===== src/rtl/mips_pkg.sv =====
// ---------------------------------------------------------------------------
// mips_pkg
// Shared definitions for the 5-stage MIPS core pipeline registers.
//   DATA_W / REG_AW / CNT_W : datapath, register-index and ALU-control widths
//   fwd_sel_t               : which source an operand forward came from
//   id_ex_ctrl_t            : control bits carried from ID into EX
// ---------------------------------------------------------------------------
package mips_pkg;

    localparam int DATA_W = 32;
    localparam int REG_AW = 5;
    localparam int CNT_W  = 4;

    typedef enum logic [1:0] {
        FWD_NONE  = 2'd0,
        FWD_EXMEM = 2'd1,
        FWD_MEMWB = 2'd2
    } fwd_sel_t;

    typedef struct packed {
        logic reg_write;
        logic mem_read;
        logic mem_write;
        logic mem_to_reg;
    } id_ex_ctrl_t;

    // A bubble carries no side effects: nothing written, nothing loaded or stored.
    localparam id_ex_ctrl_t CTRL_BUBBLE = '0;

endpackage


===== src/rtl/fwd_mux.sv =====
// ---------------------------------------------------------------------------
// fwd_mux
// Operand forwarding selector for one source register held in ID/EX.
// Ports:
//   reg_idx         : register index of the operand held in EX
//   reg_val         : value captured for that register at ID/EX
//   exmem_*         : EX/MEM write-back intent, destination and ALU result
//   memwb_*         : MEM/WB write-back intent, destination and data
//   data            : operand value after forwarding
//   sel             : which source supplied data
// ---------------------------------------------------------------------------
module fwd_mux
    import mips_pkg::*;
#(
    parameter int DATA_W = mips_pkg::DATA_W,
    parameter int REG_AW = mips_pkg::REG_AW
) (
    input  logic [REG_AW-1:0] reg_idx,
    input  logic [DATA_W-1:0] reg_val,
    input  logic              exmem_reg_write,
    input  logic [REG_AW-1:0] exmem_rd,
    input  logic [DATA_W-1:0] exmem_result,
    input  logic              memwb_reg_write,
    input  logic [REG_AW-1:0] memwb_rd,
    input  logic [DATA_W-1:0] memwb_data,
    output logic [DATA_W-1:0] data,
    output fwd_sel_t          sel
);

    // The younger result (EX/MEM) wins over the older one (MEM/WB), and
    // register 0 is hard-wired to zero so it is never forwarded.
    always_comb begin
        sel  = FWD_NONE;
        data = reg_val;
        if (exmem_reg_write && (exmem_rd != '0) && (exmem_rd == reg_idx)) begin
            sel  = FWD_EXMEM;
            data = exmem_result;
        end else if (memwb_reg_write && (memwb_rd != '0) && (memwb_rd == reg_idx)) begin
            sel  = FWD_MEMWB;
            data = memwb_data;
        end
    end

endmodule


===== src/rtl/id_ex_stage.sv =====
// ---------------------------------------------------------------------------
// id_ex_stage
// ID/EX pipeline register feeding the ALU, with RAW hazard handling.
// Ports:
//   clk, rst               : clock, synchronous active-high reset
//   id_*                   : decoded instruction fields and control from ID
//   flush                  : branch taken in EX, squash the ID instruction
//   exmem_*, memwb_*       : forwarding sources from later stages
//   stall                  : hold PC and IF/ID (load-use hazard)
//   ex_valid               : EX holds a real instruction
//   alu_in1/alu_in2/alu_cnt/alu_shamt : ALU operand and control ports
//   ex_store_data          : forwarded rt value for stores
//   ex_dest                : selected destination register
//   ex_reg_write/ex_mem_read/ex_mem_write/ex_mem_to_reg : registered control
// ---------------------------------------------------------------------------
module id_ex_stage
    import mips_pkg::*;
#(
    parameter int DATA_W = mips_pkg::DATA_W,
    parameter int REG_AW = mips_pkg::REG_AW,
    parameter int CNT_W  = mips_pkg::CNT_W
) (
    input  logic              clk,
    input  logic              rst,
    input  logic              id_valid,
    input  logic [REG_AW-1:0] id_rs,
    input  logic [REG_AW-1:0] id_rt,
    input  logic [REG_AW-1:0] id_rd,
    input  logic [DATA_W-1:0] id_rs_data,
    input  logic [DATA_W-1:0] id_rt_data,
    input  logic [DATA_W-1:0] id_imm,
    input  logic [4:0]        id_shamt,
    input  logic [CNT_W-1:0]  id_alu_cnt,
    input  logic              id_alu_src,
    input  logic              id_reg_dst,
    input  logic              id_reg_write,
    input  logic              id_mem_read,
    input  logic              id_mem_write,
    input  logic              id_mem_to_reg,
    input  logic              flush,
    input  logic              exmem_reg_write,
    input  logic [REG_AW-1:0] exmem_rd,
    input  logic [DATA_W-1:0] exmem_result,
    input  logic              memwb_reg_write,
    input  logic [REG_AW-1:0] memwb_rd,
    input  logic [DATA_W-1:0] memwb_data,
    output logic              stall,
    output logic              ex_valid,
    output logic [DATA_W-1:0] alu_in1,
    output logic [DATA_W-1:0] alu_in2,
    output logic [CNT_W-1:0]  alu_cnt,
    output logic [4:0]        alu_shamt,
    output logic [DATA_W-1:0] ex_store_data,
    output logic [REG_AW-1:0] ex_dest,
    output logic              ex_reg_write,
    output logic              ex_mem_read,
    output logic              ex_mem_write,
    output logic              ex_mem_to_reg
);

    id_ex_ctrl_t       ctrl_q;
    logic              valid_q;
    logic              alu_src_q;
    logic [REG_AW-1:0] rs_q;
    logic [REG_AW-1:0] rt_q;
    logic [REG_AW-1:0] dest_q;
    logic [DATA_W-1:0] rs_val_q;
    logic [DATA_W-1:0] rt_val_q;
    logic [DATA_W-1:0] imm_q;
    logic [CNT_W-1:0]  cnt_q;
    logic [4:0]        shamt_q;

    logic              uses_rt;
    logic [DATA_W-1:0] rs_cap;
    logic [DATA_W-1:0] rt_cap;
    logic [DATA_W-1:0] rs_fwd;
    logic [DATA_W-1:0] rt_fwd;
    fwd_sel_t          rs_sel;
    fwd_sel_t          rt_sel;

    // Immediate-form ALU ops ignore rt unless the instruction is a store,
    // which needs rt as its store data.
    assign uses_rt = !id_alu_src || id_mem_write;

    // Load-use: the loaded value is not available until after MEM, so the
    // dependent instruction waits one cycle. A flush squashes it anyway.
    assign stall = id_valid && valid_q && ctrl_q.mem_read && (dest_q != '0)
                   && ((dest_q == id_rs) || (uses_rt && (dest_q == id_rt)))
                   && !flush;

    // The regfile write in WB happens on the same edge as this capture, so
    // the read in ID may be stale; take the WB data directly in that case.
    always_comb begin
        rs_cap = id_rs_data;
        rt_cap = id_rt_data;
        if (memwb_reg_write && (memwb_rd != '0) && (memwb_rd == id_rs)) begin
            rs_cap = memwb_data;
        end
        if (memwb_reg_write && (memwb_rd != '0) && (memwb_rd == id_rt)) begin
            rt_cap = memwb_data;
        end
    end

    // Pipeline register. Data fields always follow ID outside reset; only
    // valid and the control bits need to be cleared to form a bubble.
    always_ff @(posedge clk) begin
        if (rst) begin
            valid_q   <= 1'b0;
            ctrl_q    <= CTRL_BUBBLE;
            alu_src_q <= 1'b0;
            rs_q      <= '0;
            rt_q      <= '0;
            dest_q    <= '0;
            rs_val_q  <= '0;
            rt_val_q  <= '0;
            imm_q     <= '0;
            cnt_q     <= '0;
            shamt_q   <= '0;
        end else begin
            alu_src_q <= id_alu_src;
            rs_q      <= id_rs;
            rt_q      <= id_rt;
            dest_q    <= id_reg_dst ? id_rd : id_rt;
            rs_val_q  <= rs_cap;
            rt_val_q  <= rt_cap;
            imm_q     <= id_imm;
            cnt_q     <= id_alu_cnt;
            shamt_q   <= id_shamt;
            if (flush || stall) begin
                valid_q <= 1'b0;
                ctrl_q  <= CTRL_BUBBLE;
            end else begin
                valid_q           <= id_valid;
                ctrl_q.reg_write  <= id_reg_write;
                ctrl_q.mem_read   <= id_mem_read;
                ctrl_q.mem_write  <= id_mem_write;
                ctrl_q.mem_to_reg <= id_mem_to_reg;
            end
        end
    end

    fwd_mux #(.DATA_W(DATA_W), .REG_AW(REG_AW)) u_fwd_rs (
        .reg_idx         (rs_q),
        .reg_val         (rs_val_q),
        .exmem_reg_write (exmem_reg_write),
        .exmem_rd        (exmem_rd),
        .exmem_result    (exmem_result),
        .memwb_reg_write (memwb_reg_write),
        .memwb_rd        (memwb_rd),
        .memwb_data      (memwb_data),
        .data            (rs_fwd),
        .sel             (rs_sel)
    );

    fwd_mux #(.DATA_W(DATA_W), .REG_AW(REG_AW)) u_fwd_rt (
        .reg_idx         (rt_q),
        .reg_val         (rt_val_q),
        .exmem_reg_write (exmem_reg_write),
        .exmem_rd        (exmem_rd),
        .exmem_result    (exmem_result),
        .memwb_reg_write (memwb_reg_write),
        .memwb_rd        (memwb_rd),
        .memwb_data      (memwb_data),
        .data            (rt_fwd),
        .sel             (rt_sel)
    );

    // When nothing is forwarded, take the registered copy straight from the
    // pipeline register rather than through the mux data path.
    assign alu_in1       = (rs_sel == FWD_NONE) ? rs_val_q : rs_fwd;
    assign ex_store_data = (rt_sel == FWD_NONE) ? rt_val_q : rt_fwd;
    assign alu_in2       = alu_src_q ? imm_q : ex_store_data;

    assign ex_valid      = valid_q;
    assign alu_cnt       = cnt_q;
    assign alu_shamt     = shamt_q;
    assign ex_dest       = dest_q;
    assign ex_reg_write  = ctrl_q.reg_write;
    assign ex_mem_read   = ctrl_q.mem_read;
    assign ex_mem_write  = ctrl_q.mem_write;
    assign ex_mem_to_reg = ctrl_q.mem_to_reg;

endmodule


===== config.mk =====
export PLATFORM = sky130hd
export DESIGN_NAME = id_ex_stage
export DESIGN_NICKNAME = d
export VERILOG_FILES = /design/src/rtl/mips_pkg.sv /design/src/rtl/fwd_mux.sv /design/src/rtl/id_ex_stage.sv
export SDC_FILE = /design/constraint.sdc
export NUM_CORES = 1
export LEC_CHECK = 0
export BUFFER_PORTS_ARGS = -buffer_cell sky130_fd_sc_hd__buf_2
export CAP_MARGIN = 20
export CORE_MARGIN = 2
export CORE_UTILIZATION = 35
export CTS_BUF_LIST = sky130_fd_sc_hd__clkbuf_8 sky130_fd_sc_hd__clkbuf_16
export DETAILED_ROUTE_END_ITERATION = 10
export PLACE_DENSITY = 0.67
export SYNTH_ARGS = -nofsm -noshare
export SYNTH_HDL_FRONTEND = slang
export SYNTH_HIERARCHICAL = 1
export SYNTH_SLANG_ARGS = --single-unit

===== constraint.sdc =====
create_clock -name clk -period 7.23 [get_ports clk]
set_input_delay 0.3615 -clock clk [delete_from_list [all_inputs] [get_ports clk]]
set_output_delay 0.3615 -clock clk [all_outputs]
set_load 0.05 [all_outputs]

==> run_results.csv <==
group,metric,value,unit
final_layout,area_growth_syn_to_layout,24.1,%
route,detail-route-antenna-nets,0,
synth,synth_area_per_cell,9.72,um^2
synth,postSynth.topFlopCell,"dfxtp_1",
critical_path,timing.critical_path.mode_cell,"mux2_2",
timing,finalSetupViolations,0,
critical_path,critPathTopFamily,"simple AND/OR/NAND/NOR gates",
timing,fin_crit,5.27,ns
final_layout,multiInputGateArea,5640,um^2
die,floorplan.rows,57,
run_status,result_of_the_run,"finished clean",
synth,ys_ff_latch,126,
cts,numCtsBuffers,17,
global_route,initial_antenna_violation_count,3,
die,start_util,35.9,%
timing,final_max_slew_viol_count,0,
global_route,grt_util_overall,22.0,%
critical_path,critPathArrivalTime,4.91,ns
critical_path,timing.critical_path.slowest_stage_cell,"or3_2",
critical_path,worst-path-max-fanout,33,
final_layout,layout.area.seq,2520,um^2
synth,syn_nets,1109,
route,avgRoutedWirePerCell,20.0,um
critical_path,worstSetupEndpointType,"primary output",
cts,cts_num_sinks,126,
cts,cts_setup_buffers,0,
global_route,grt_first_pass_wirelength,45600,um
final_layout,largest_registers,"imm_q: 32 flops, rs_val_q: 32 flops, rt_val_q: 32 flops",
placed_design,number_of_cells_after_detailed_placement,1454,
synth,post_synth_inst_count,903,
job,cap_violations,0,
synth,synth.yosys.warnings,6,
die,die-width,162,um
placed_design,dpl_cell_area,10300,um^2
critical_path,critical_path_start_end_classification,"reg -> out",
cts,hold_buffers,0,
global_route,grt_start_max_net_pins,79,
critical_path,worstSetupStartpointType,"register",
placed_design,buffer_ports.inserted,321,
critical_path,timing.critical_path.buf_inv,3,
synth,post_synth_main_area_contributors,"dfxtp_1 29%, mux2_2 12%, mux2i_1 7.9%",
timing,finClkSkew,0.00456,ns
synth,post-synth-top-area-cell,"dfxtp_1",
route,dr_total_vias,8150,
cts,insertion_delay,0.42,ns
placed_design,post-dp-hpwl,20200,um
pwr,vdd.ir_drop.worst,0.000141,V
synth,ffs_w_async_s_r_synth,0,%
final_layout,fillCellCount,2387,
synth,synth.distinct_cells,43,
cts,number_of_levels_in_the_clock_h_tree,4,
timing,maxClockFrequency,190,MHz
cts,worst_setup_hold_path_clk_slew,0.07,ns
final_layout,post_route_cell_area,10900,um^2
die,pin_count,322,
cts,tritoncts,"yes",
pwr,p_leak,4.55,nW
die,die_h,162,um
final_layout,fin_util,44.5,%
route,detailedRoute.firstIterationViolations,491,
final_layout,share_of_layout_cells_above_drive_strength_1,47.7,%
cts,cts_max_path_buffers,2,
route,detailed_routing_iterations_pass_1,5,
min_path,hold_class,"in -> reg",
route,totalWireLength,29800,um
timing,timing.max_slew.rel_slack,25.2,%
cts,post_cts_resize_count,0,
timing,fin_tns_setup,0,ns
route,vias_per_cell,5.48,
synth,yosysSeqAreaShare,28.7,%
timing,hold_viol_final,0,
synth,synth.top_cell.area_share,28.7,%
final_layout,final_net_count,1357,
placed_design,finalWeightedCongestion,0.794,
global_route,first_global_vias,8306,
die,core_region_area,24500,um^2
die,floorplan.die_area,26400,um^2
route,drc,0,
cts,cts_root_buffer,"clkbuf_16",
global_route,global_route.overflow_total,0,
critical_path,cpPeakStageDelay,1.22,ns
pwr,power-per-cell-area,203,nW/um^2
final_layout,instances_no_fill,1488,
critical_path,critPathRequiredTime,6.87,ns
timing,min_period_over_period,72.8,%
critical_path,worstPathCellList,"xnor2_1, nand3_2, or3_2, inv_2, nor4_2, nor2_4, buf_16, mux2_2, mux2_2, buf_2",
final_layout,antenna_cells,0,
timing,grt_setup_unrepaired,"false",
synth,synth_edf_count,0,
synth,cell_area_after_synthesis,8780,um^2
timing,timing_worst_slew_pin_value,1.12,ns
-- cell type report --
type                    count  area share, %
well taps                 324           3.72
multi-input cells         670           51.8
inverters                   4          0.138
flip-flops and latches    126           23.2
repair buffers            332           15.9
clock inverters            15           1.39
clock buffers              17           3.90
-- path summary, 6_finish.rpt --
path                   start            to  depth (start not counted)  slack (ns)
setup / recovery     rt_q[2]   alu_in2[20]                         10        1.96
hold / removal     id_imm[4]      imm_q[4]                          2        0.15
setup reg to reg  ex_dest[0]  ex_mem_write                          4        5.94
hold reg to reg     ex_valid  ex_reg_write                          3        0.61
-- power by group --
part | leakage (nW) | internal (W) | total, W | switching, W
Sequential | 1.05 | 0.000734 | 0.000760 | 0.0000259
Combinational | 3.22 | 0.000195 | 0.000591 | 0.000396
Clock | 0.279 | 0.000486 | 0.000864 | 0.000378
-- placed cells by master, fill, tap and decap left out, types with 10 or more instances in the layout --
cell type | netlist | layout
or4b_2 | 30 | 30
nand2b_1 | 96 | 96
mux2i_1 | 69 | 69
dfxtp_1 | 126 | 125
nor2_1 | 14 | 12
a31oi_2 | 38 | 38
mux2_2 | 96 | 96
or4b_1 | 34 | 34
buf_4 | 7 | 10
o31ai_1 | 64 | 64
buf_2 | 14 | 320
a31oi_1 | 26 | 26
xnor2_1 | 36 | 36
nor2b_1 | 51 | 51
clkbuf_16 | 0 | 17
nor4_1 | 64 | 64
-- synthesized netlist by cell type (all sizes together), types with 8 or more instances --
cell type  instances
xnor2             36
nand3              8
nor2              14
dfxtp            126
nor2b             51
buf               39
mux2              96
mux2i             69
nor4              66
a31oi             64
o31ai             64
nand2             10
or4b              64
nand2b            96
a21oi              8
clkbuf            62
-- logic make-up (layout without fill, tap and decap cells) --
group / Yosys count / in the layout / share of synthesized area, %
xor+xnor: 36 / 36 / 3.59
buf+inv: 107 / 368 / 7.85
simple gates: 327 / 327 / 25.6
mux: 165 / 165 / 20.2
flops: 126 / 126 / 28.7
compound gates: 142 / 142 / 14.1
-- routing by layer --
metal  track usage [%]  share of wire (%)  vias to the layer above
met5                 0              0.091                        -
met4              6.11                1.6                        4
met3              5.47                7.4                       32
met2              38.9                 49                      370
met1              26.4                 42                     3854
li1                  -                  -                     3890
-- through the flow --
stage	worst slack [ns]	total power, W	hold WS (ns)
floorplan	3.94	0.00120	0.478
global placement	2.09	0.00136	0.568
detailed placement	2.01	0.00136	0.573
CTS	1.76	0.00223	0.125
global route	1.76	0.00230	0.128
finish	1.96	0.00222	0.145
Note: power is estimated with default switching activity, not from simulation.
